[src/rtl/w_forward_demux_if.sv]
`default_nettype none
// ============================================================================
// Module      : w_forward_demux_if
// Description : Write-beat bundle between the master side and the per-bank
//               W forward paths. The slave modport is the demux view; the
//               master modport is the upstream/downstream driver view.
// Revision    : 1.0 - initial release
// ============================================================================
interface w_forward_demux_if #(
    parameter int DATA_W    = 77,
    parameter int NUM_BANKS = 4
);
    logic [DATA_W-1:0]    DATAi;
    logic                 VALIDi;
    logic                 READYi;
    logic [DATA_W-1:0]    DATAo;
    logic [NUM_BANKS-1:0] VALIDo;
    logic [NUM_BANKS-1:0] READYo;

    modport slave (
        input  DATAi, VALIDi, READYo,
        output READYi, DATAo, VALIDo
    );

    modport master (
        output DATAi, VALIDi, READYo,
        input  READYi, DATAo, VALIDo
    );
endinterface
`default_nettype wire

[src/rtl/w_forward_demux.sv]
`default_nettype none
// ============================================================================
// Module      : w_forward_demux
// Description : Write-channel burst router. Decodes the header beat address
//               against NUM_BANKS mask/base pairs, forwards the whole burst to
//               the lowest-index matching bank, or sinks it on a miss.
// Revision    : 1.0 - initial release
// ============================================================================
module w_forward_demux #(
    parameter int                          DATA_W     = 77,
    parameter int                          ADDR_LSB   = 33,
    parameter int                          ADDR_W     = 36,
    parameter int                          NUM_BANKS  = 4,
    parameter logic [NUM_BANKS*ADDR_W-1:0] BANK_MASKS = '0,
    parameter logic [NUM_BANKS*ADDR_W-1:0] BANK_BASES = '0,
    parameter int                          MAX_BEATS  = 256,
    localparam int                         SEL_W      = (NUM_BANKS > 1) ? $clog2(NUM_BANKS) : 1
) (
    input  wire logic             CLK,
    input  wire logic             RESET,
    w_forward_demux_if.slave      bus,
    output logic                  BUSY,
    output logic [SEL_W-1:0]      SEL,
    output logic                  MISS,
    output logic                  OVERRUN
);

    localparam int              CNT_W    = $clog2(MAX_BEATS) + 1;
    localparam logic [CNT_W-1:0] LAST_CNT = CNT_W'(MAX_BEATS - 1);

    typedef enum logic [1:0] {
        IDLE  = 2'd0,
        ROUTE = 2'd1,
        DROP  = 2'd2
    } state_t;

    state_t                 state, next_state;
    logic [SEL_W-1:0]       sel_next;
    logic [CNT_W-1:0]       cnt, cnt_next;
    logic                   miss_next;
    logic                   overrun_next;
    logic [ADDR_W-1:0]      addr;
    logic [SEL_W-1:0]       win_idx;
    logic                   hit_any;
    logic                   ready_up;
    logic [NUM_BANKS-1:0]   valid_dn;
    logic                   last_beat;

    assign addr      = bus.DATAi[ADDR_LSB+ADDR_W-1:ADDR_LSB];
    assign last_beat = bus.DATAi[0];

    // Address decode; scanning high to low lets the lowest matching index win
    always_comb begin
        win_idx = '0;
        hit_any = 1'b0;
        for (int i = NUM_BANKS - 1; i >= 0; i--) begin
            if ((addr & BANK_MASKS[i*ADDR_W +: ADDR_W]) == BANK_BASES[i*ADDR_W +: ADDR_W]) begin
                hit_any = 1'b1;
                win_idx = SEL_W'(i);
            end
        end
    end

    // State and bookkeeping registers; reset abandons any partial burst
    always_ff @(posedge CLK or posedge RESET) begin
        if (RESET) begin
            state   <= IDLE;
            SEL     <= '0;
            cnt     <= '0;
            MISS    <= 1'b0;
            OVERRUN <= 1'b0;
        end else begin
            state   <= next_state;
            SEL     <= sel_next;
            cnt     <= cnt_next;
            MISS    <= miss_next;
            OVERRUN <= overrun_next;
        end
    end

    // Next-state and handshake steering; the header is only consumed after the decode cycle
    always_comb begin
        next_state   = state;
        sel_next     = SEL;
        cnt_next     = cnt;
        miss_next    = 1'b0;
        overrun_next = OVERRUN;
        ready_up     = 1'b0;
        valid_dn     = '0;
        case (state)
            IDLE: begin
                if (bus.VALIDi) begin
                    cnt_next = '0;
                    if (hit_any) begin
                        sel_next   = win_idx;
                        next_state = ROUTE;
                    end else begin
                        miss_next  = 1'b1;
                        next_state = DROP;
                    end
                end
            end
            ROUTE: begin
                valid_dn[SEL] = bus.VALIDi;
                ready_up      = bus.READYo[SEL];
                if (bus.VALIDi && bus.READYo[SEL]) begin
                    cnt_next = cnt + 1'b1;
                    if (last_beat) begin
                        next_state = IDLE;
                    end else if (cnt == LAST_CNT) begin
                        // Burst too long: stop feeding the bank, sink the tail
                        overrun_next = 1'b1;
                        next_state   = DROP;
                    end
                end
            end
            DROP: begin
                ready_up = 1'b1;
                if (bus.VALIDi) begin
                    cnt_next = cnt + 1'b1;
                    if (last_beat) begin
                        next_state = IDLE;
                    end else if (cnt == LAST_CNT) begin
                        overrun_next = 1'b1;
                    end
                end
            end
            default: next_state = IDLE;
        endcase
    end

    assign bus.DATAo  = bus.DATAi;
    assign bus.VALIDo = valid_dn;
    assign bus.READYi = ready_up;
    assign BUSY       = (state != IDLE);

endmodule
`default_nettype wire
[src/flat_wrapper.sv]
// flat-port wrapper written by rule: the top's interface ports become plain ports
module w_forward_demux_flat 
#(
    parameter int                          DATA_W     = 77,
    parameter int                          ADDR_LSB   = 33,
    parameter int                          ADDR_W     = 36,
    parameter int                          NUM_BANKS  = 4,
    parameter logic [NUM_BANKS*ADDR_W-1:0] BANK_MASKS = '0,
    parameter logic [NUM_BANKS*ADDR_W-1:0] BANK_BASES = '0,
    parameter int                          MAX_BEATS  = 256,
    localparam int                         SEL_W      = (NUM_BANKS > 1) ? $clog2(NUM_BANKS) : 1
)
  (CLK, RESET, BUSY, SEL, MISS, OVERRUN, bus_DATAi, bus_VALIDi, bus_READYo, bus_READYi, bus_DATAo, bus_VALIDo);
  w_forward_demux_if #(.DATA_W(DATA_W), .NUM_BANKS(NUM_BANKS)) bus_i ();
  input  wire logic CLK;
  input  wire logic RESET;
  output logic BUSY;
  output logic [SEL_W-1:0] SEL;
  output logic MISS;
  output logic OVERRUN;
  input wire logic [$bits(bus_i.DATAi)-1:0] bus_DATAi;
  input wire logic [$bits(bus_i.VALIDi)-1:0] bus_VALIDi;
  input wire logic [$bits(bus_i.READYo)-1:0] bus_READYo;
  output wire logic [$bits(bus_i.READYi)-1:0] bus_READYi;
  output wire logic [$bits(bus_i.DATAo)-1:0] bus_DATAo;
  output wire logic [$bits(bus_i.VALIDo)-1:0] bus_VALIDo;
  assign bus_i.DATAi = bus_DATAi;
  assign bus_i.VALIDi = bus_VALIDi;
  assign bus_i.READYo = bus_READYo;
  assign bus_READYi = bus_i.READYi;
  assign bus_DATAo = bus_i.DATAo;
  assign bus_VALIDo = bus_i.VALIDo;
  w_forward_demux #(.DATA_W(DATA_W), .ADDR_LSB(ADDR_LSB), .ADDR_W(ADDR_W), .NUM_BANKS(NUM_BANKS), .BANK_MASKS(BANK_MASKS), .BANK_BASES(BANK_BASES), .MAX_BEATS(MAX_BEATS)) u_core (.CLK(CLK), .RESET(RESET), .bus(bus_i), .BUSY(BUSY), .SEL(SEL), .MISS(MISS), .OVERRUN(OVERRUN));
endmodule
[config.mk]
export PLATFORM = sky130hd
export DESIGN_NAME = w_forward_demux_flat
export DESIGN_NICKNAME = d
export VERILOG_FILES = /design/src/rtl/w_forward_demux_if.sv /design/src/rtl/w_forward_demux.sv /design/src/flat_wrapper.sv
export SDC_FILE = /design/constraint.sdc
export NUM_CORES = 1
export LEC_CHECK = 0
export ABC_AREA = 1
export BUFFER_PORTS_ARGS = -buffer_cell sky130_fd_sc_hd__buf_2
export CORE_UTILIZATION = 31
export CTS_BUF_LIST = sky130_fd_sc_hd__clkbuf_8
export DETAILED_ROUTE_END_ITERATION = 10
export MAX_ROUTING_LAYER = met4
export PLACE_DENSITY = 0.91
export REMOVE_ABC_BUFFERS = 1
export SYNTH_ARGS = -nofsm -noshare
export SYNTH_HDL_FRONTEND = slang
export SYNTH_SLANG_ARGS = --single-unit
[constraint.sdc]
create_clock -name CLK -period 1.63 [get_ports CLK]
set_input_delay 0.163 -clock CLK [delete_from_list [all_inputs] [get_ports CLK]]
set_output_delay 0.163 -clock CLK [all_outputs]
set_load 0.005 [all_outputs]
# == Word level (Yosys, flattened, before mapping) ==
# Index checks and enable logic that the tools add are counted.
# word_totals
reg_bits,12
input_bits,84
elab_cells,38
# op_classes
addsub,1
n_eq_ne,8
n_mux,18
n_reduce_logical,8
# ops
op,n
$mux W9,3
$pmux W9 S3,1
$mux W2,6
$add A9 B1 Y9 const B,1
$eq A9 B8 Y1 const B,1
$ne A2 B2 Y1 const B,3
$pmux W2 S3,1
$mux W1,5
$reduce_and A5 Y1,1
$pmux W1 S2,2
$reduce_and A4 Y1,1
$reduce_bool A2 Y1,2
$ne A3 B2 Y1 const B,1
$reduce_and A3 Y1,1
$reduce_bool A3 Y1,1
$eq A2 B1 Y1 const B,1
$eq A2 B2 Y1 const B,1
$logic_not A2 Y1,1
$ne A2 B1 Y1 const B,1
$logic_and A1 B1 Y1,1

# == Depth between registers and ports, before layout ==
# Gate-level depths: netlist of the first run.
# depth
ltp_word,5
ltp_mapped,11

# == Worst setup path after synthesis of the first run ==
# Ideal clock, no wire load.
# synth_timing
path_kind,reg-to-reg
start,reg u_core.cnt[0]
end,reg u_core.state[1]
setup_time_ps,126
t_arrival_ps,1421
required_time_ps,1504
setup_slack_ps,83
path_stages_with_launch,11
n_path_buf,0
cell_sequence,dfrtp_1 -> ha_1 -> nand2_1 -> nor2_1 -> nand2_1 -> nor2_1 -> ha_1 -> o21ai_0 -> nand2_1 -> nand2_1 -> o21ai_0
# synth_via
elab_chain_cells,3
# synth_rtl
element,line_no,rtl
start: declaration,w_forward_demux.sv:39,"logic [CNT_W-1:0] cnt, cnt_next;"
start signal: assignment,w_forward_demux.sv:75,cnt <= cnt_next;
$eq A9 B8 Y1,w_forward_demux.sv:110,end else if (cnt == LAST_CNT) begin
$ne A3 B2 Y1 (no source line),n/a,
$reduce_and A5 Y1 (no source line),n/a,
end signal: assignment,w_forward_demux.sv:73,state <= next_state;
end: declaration,w_forward_demux.sv:37,"state_t state, next_state;"
# Every way passes these cells.
# A chain may end at the register's enable or synchronous reset.

# == Worst setup path after layout of the first run ==
# Same ends and word-level chain as after synthesis.

==> results of run 1 <==
## tightest hold or removal path, cell delays in order
cell and delay, ns:
buf_2 0.08, inv_1 0.07, nand2_1 0.08, o21ai_1 0.06
## timing repair
| item | in CTS | in global routing |
|---|---|---|
| endpoints found under the setup margin | 0 | 7 |
| gates resized for setup | 0 | 13 |
| endpoints found under the hold margin | 12 | 0 |
| setup buffers | 0 | 2 |
| hold buffers | 1 | 0 |
## worst paths after layout
path,cells after the start,endpoint,from
setup / recovery,11,u_core.state[1],u_core.cnt[0]
hold / removal,4,u_core.state[1],bus_DATAi[0]
setup reg to reg,11,u_core.state[1],u_core.cnt[0]
hold reg to reg,1,u_core.OVERRUN,u_core.OVERRUN
max in group asynchronous,3,u_core.state[1],RESET
min in group asynchronous,3,u_core.cnt[2],RESET
## cell families (layout without fill, tap and decap cells)
kind of cell	after synthesis	count (layout)	share of synthesized area, %
buffers and inverters	103	42	49.7
adder cells (fa/ha/maj)	7	7	6.14
flip-flops	12	12	21.1
other	1	6	0.263
AO/OA/AOI/OAI	11	11	4.30
AND/OR/NAND/NOR	56	56	17.8
multiplexers	1	1	0.702
## sequential cells by signal, indices dropped and copies added (netlist names)
register        flops
u_core.cnt          9
u_core.state        2
u_core.OVERRUN      1
## layout make-up
type	instances	area share, %
flip-flops and latches	12	27.7
well taps	52	6.01
multi-input cells	81	42.9
repair buffers	20	12.0
inverters	18	6.24
clock buffers	4	5.09
## power by group through the flow
stage,sequential (µW),combinational (µW),clock (µW)
6_report,391,760,344
5_1_grt,393,838,354
4_1_cts,388,695,342
3_5_place_dp,392,690,0
3_3_place_gp,391,698,0
2_1_floorplan,391,441,0
## cell usage after synthesis
library cell   n
buf_6          1
nand3_1        9
o22ai_1        1
o21bai_1       2
mux2i_1        1
dfrtp_1       12
ha_1           7
buf_4         84
inv_2          1
nand2_2        6
a21oi_1        3
nand4_1        3
or2_2          1
nand2_1       29
conb_1         1
o21ai_0        4
o21ai_1        1
nor2_4         1
inv_1         17
nor2_1         7
## through the flow
stage	area [µm²]	total power [µW]	std cells	utilization, %	setup TNS (ns)
after floorplan	803	832	111	-	0
after global placement	973	1090	180	22.2	0
after detailed placement	973	1080	180	22.2	0
after CTS	1040	1420	185	23.7	0
after global routing	1080	1590	187	24.7	-0.0431
final	1080	1490	187	24.7	0
## placed cells by master (no fill, tap or decap), drive strengths merged
cell / Yosys / routed
o21bai: 2 / 2
inv: 18 / 18
clkbuf: 0 / 4
buf: 85 / 19
dlygate4sd3: 0 / 1
o21ai: 5 / 5
dfrtp: 12 / 12
nand2: 35 / 35
o22ai: 1 / 1
a21oi: 3 / 3
or2: 1 / 1
nand3: 9 / 9
ha: 7 / 7
nor2: 8 / 8
mux2i: 1 / 1
conb: 1 / 6
nand4: 3 / 3
## routing by layer
metal / track usage (%) / share of wire [%] / vias to the layer above
met5: - / 0 / -
met4: 29.6 / 9.0 / 0
met3: 47.7 / 28 / 50
met2: 55.6 / 49 / 141
met1: 12.6 / 14 / 411
li1: - / - / 382
==> results.md, run 1 <==
* Int Pwr at 872 µW
* Drt via density at 5.26
* Die area at 0.00488 mm²
* RSZ-0062 raised after global routing: yes
* Antenna-violating nets left at 0
* Die W at 69.8 µm
* Clk pwr share at between 20% and 30%
* Status: finished clean
* Crit-path leading delay family: simple AND/OR/NAND/NOR gates
* Placed wire-length estimate at just under 8000 µm
* CTS tree: yes
* Switching power at 623 µW
* Area of the multi-input gates at 464 µm²
* Synth top area cells: buf_4 (44%), dfrtp_1 (21%), nand2_1 (7.6%)
* Worst R2R Setup Slack at 0.07 ns
* Tot GR Track Use at 35.2%
* IO Pins at 171
* Syn. warnings at 0
* CP Launch Type: flop
* # port buffers at 9
* Tmin final at 1.56 ns
* Final-report hold violation count at 0
* Clock Path Buffers at 2
* Core area at 0.00438 mm²
* Final WL at 8420 µm
* Max Clk Rate at 642 MHz
* Part of the power in registers at 26.1%
* Register area at 300 µm²
* Vias in the first global route at roughly 800
* Routed WL per cell at 45.0 µm
* Syn_area_per_cell at 7.47 µm²
* Worst path max stage delay at roughly 0.36 ns
* Arrival time worst endpoint at 1.70 ns
* Fill count at 470
* Critical Path Slowest Stage Cell: dfrtp_1
* GP Congestion at 1.10
* Crit-path cells: ha_2, nand2_2, nor2_4, nand2_2, nor2_2, ha_2, o21ai_2, nand2_2, nand2_2, nand2_1, o21ai_1
* Crit path capture type: flop
* Drt first-iter violations at 85
* Synth cell types at 20
* Global-route wire length before repair at slightly above 10,000 µm
* Post-route setup slack at 0.0731 ns
* DRC at 0
* Worst Hold Class: input port to flop
* Max capacitance violation total at 0
* Cells after Synth at around 190
* Die Height at 69.8 µm
* Grt total ovfl at 0
* CTS Buf Count at 3
* Clock Sinks at 12
* Post-Syn Area at 0.00143 mm²
* Initial antenna violation count at 0
* PD cells at 1380 mW/mm²
* Most used cell, CP: nand2_2
* Sequential share of the synthesized area at a little over a fifth
* Logic pwr share at between 50% and 60%
* Final hold slack at 0.248 ns
* Vias at 984
* Kind of critical path: flop to flop
* Fin crit share at 95.5%
* Final nets at 227
* Register bit total from synthesis at 12
* Setup violations, final at 0
* Worst-path clk slew at roughly 0.06 ns
* WP buf/inv at 0
* Area Overhead vs Synth at -24.1%
* Ant. Diodes at 0
* Layout cells sized above 1 at 31.1%
* CP required at 1.77 ns
* Worst-path fanout max at 3
* Starting Density at 32.5%
* Net Sw Frac at roughly two fifths
* Max rail drop VDD at 0.000303 V
* Worst slack, placed at 0.0244 ns
* Synth top area share at 44.2%
* Worst-Skew Late Latency at 0.26 ns
* LEAKAGE at ~0.00057 µW
* Final Skew at 0.00572 ns
* H-Tree Depth at 1
* Post-synth top area cell: buf_4
* Root Driver: clkbuf_8
* Pin count of the biggest net entering global routing at 13
* Initial DRT Pass Iterations at 4
* Site Rows at 24
* Max Transition Viols Final at 0
No activity file was read; power rests on OpenSTA's default activity.
==> run 2: changes to the inputs <==
Settings changed: PLACE_DENSITY 0.91 to 0.82, TNS_END_PERCENT from default to 30.
==> run 2 against run 1 <==
Effect of this change: setup slack worse by 0.020 ns; count of clock-buffer cells in the layout decreased by 1; sequential share of layout area rose by 1.1 points; clock skew rose by 0.0045 ns; wire length is 1.1% lower; final cell count is 1.6% lower; fmax decreased by 1.3%; power decreased by 3.9%; die area is the same; critical path type unchanged; largest cell class unchanged.
==> results.md, run 2 (same netlist as run 1, synthesis figures left out) <==
* Max reg flops at 9 (unchanged)
* Power, Total at 1440 µW (-3.9%)
* Layout cells sized above 1 at 24.2% (-6.9 points)
* Die W at 69.8 µm (unchanged)
* Routed WL per cell at 45.3 µm (+0.56%)
* Core area at 0.00438 mm² (unchanged)
* CTS Buf Count at 3 (unchanged)
* Setup violations, final at 0 (unchanged)
* Grt total ovfl at 0 (unchanged)
* Placed insts at 180 (unchanged)
* Hold_sp: bus_DATAi[0]
* Antenna-violating nets left at 0 (unchanged)
* Worst slack, placed at 0.0198 ns (-0.00457 ns)
* Max capacitance violation total at 0 (unchanged)
* Vias at 953 (-3.2%)
* Final-report hold violation count at 0 (unchanged)
* GP Congestion at 1.16 (+5.0%)
* Pin count of the biggest net entering global routing at 13 (unchanged)
* Worst R2R Path Depth at 10 (-1)
* Commonest non-fill, non-tap cells in the layout: nand2_1 (28), inv_1 (16), dfrtp_1 (12), nand3_1 (9), buf_2 (9)
* Post-route setup slack at 0.0526 ns (-0.0205 ns)
* Initial antenna violation count at 0 (unchanged)
* IO Pins at 171 (unchanged)
* Drt via density at 5.18 (-1.6%)
* Placed wire-length estimate at 7930 µm (+0.48%)
* CP Launch Type: flop
* Ant. Diodes at 0 (unchanged)
* Commonest non-fill, non-tap cell in the layout: nand2_1
* DRC at 0 (unchanged)
* Clock Sinks at 12 (unchanged)
* H-Tree Depth at 1 (unchanged)
* Area Overhead vs Synth at -26.9%
* LEAKAGE at 0.000552 µW (-2.5%)
* Final Skew at 0.0102 ns (+0.00448 ns)
* Max Transition Viols Final at 0 (unchanged)
* Worst-path fanout max at 3 (unchanged)
* CTS tree: yes
* RSZ-0062 raised after global routing: yes
* Layout Cells excl Fill at 184 (-1.6%)
* Hold path depth at 4 (unchanged)
* Reg-to-reg critical path startpoint: u_core.cnt[0]
* Max rail drop VDD at 0.000459 V (+51%)
* # port buffers at 9 (unchanged)
* Drt first-iter violations at 43 (-49%)
* CP required at 1.76 ns (about the same)
* Fin crit share at 96.8% (+1.3 points)
* Global-route wire length before repair at 10,400 µm (+2.8%)
* Final WL at 8330 µm (-1.1%)
* Die Height at 69.8 µm (unchanged)
* Tot GR Track Use at 35.6% (+0.49 points)
* Initial DRT Pass Iterations at 4 (unchanged)
* Biggest regs: u_core.cnt x9, u_core.state x2, u_core.OVERRUN x1
* Root Driver: clkbuf_8
* Largest register by flop count: u_core.cnt
* Clock Path Buffers at 2 (unchanged)
* Starting Density at 32.5% (unchanged)
* Crit path capture type: flop
* Tmin final at 1.58 ns (+0.0205 ns)
* Vias in the first global route at 899 (+13%)
* Kind of critical path: flop to flop
* Site Rows at 24 (unchanged)
* Final nets at 225 (-0.88%)
* Worst Hold Class: input port to flop
* Worst setup path start: u_core.cnt[0]
* PD cells at 1380 mW/mm² (-0.16%)
* Worst-path clk slew at 0.06 ns (about the same)
* Setup bufs post-CTS at 0 (unchanged)
* Die area at 0.00488 mm² (unchanged)
* Status: finished clean
* Arrival time worst endpoint at 1.71 ns (about the same)
* Max Clk Rate at 634 MHz (-1.3%)
* Worst-Skew Late Latency at 0.25 ns (about the same)
-- run 2: cell count changes in the layout (fill, tap and decap cells not counted) --
cell / change
nor2_4: -1
nor2_1: +1
ha_1: +2
nand2_1: +3
o21ai_2: -1
o21ai_0: +1
buf_4: -3
buf_12: +1
clkbuf_8: -1
ha_2: -2
nand2_2: -3
-- run 2: repair_timing --
item / CTS / global route
gates resized for setup: 0 / 4
setup endpoints to repair: 0 / 6
hold buffers: 1 / 0
hold endpoints to repair: 12 / 0
-- run 2: final timing paths --
check                             endpoint  slack, ns
max                        u_core.state[1]       0.05
min reg2reg                 u_core.OVERRUN       0.48
min in group asynchronous    u_core.cnt[0]       0.47
min                        u_core.state[1]       0.25
max in group asynchronous    u_core.cnt[5]       0.82
max reg2reg                u_core.state[1]       0.05
-- run 2: metal layers --
metal	GRT usage, %	vias up	share of wire (%)
li1	-	379	-
met3	47.7	34	28
met2	58.8	141	50
met4	20.9	0	7.5
met5	-	-	0
met1	14.7	399	15
-- run 2: power by group --
group | total [µW] | internal [µW] | switching [µW]
Sequential | 387 | 347 | 40.2
Combinational | 775 | 338 | 437
Clock | 275 | 163 | 112
-- run 2: through the flow --
step	utilization (%)	hold WS, ns	instance area [µm²]	setup TNS, ns
4_1_cts	23.7	0.245	1040	0
3_5_place_dp	22.5	0.204	986	0
6_report	23.8	0.246	1040	0
2_1_floorplan	-	0.0277	803	0
3_3_place_gp	22.5	0.203	986	0
5_1_grt	23.8	0.260	1040	-0.0967
-- run 2: cell type report --
cell class | instances | area [µm²]
Clock buffer | 3 | 41.3
Fill cell | 487 | 3340
Inverter | 18 | 67.6
Multi-Input combinational cell | 81 | 440
Sequential cell | 12 | 300
Tap cell | 52 | 65.1
Timing Repair Buffer | 18 | 128
-- run 2: critical path, cell delays in order, from the launching register on --
cell	delay (ns)
dfrtp_1	0.38
ha_1	0.21
nand2_1	0.11
nor2_2	0.05
nand2_1	0.07
nor2_1	0.05
ha_1	0.20
o21ai_1	0.14
nand2_1	0.09
nand2_2	0.09
o21ai_0	0.07
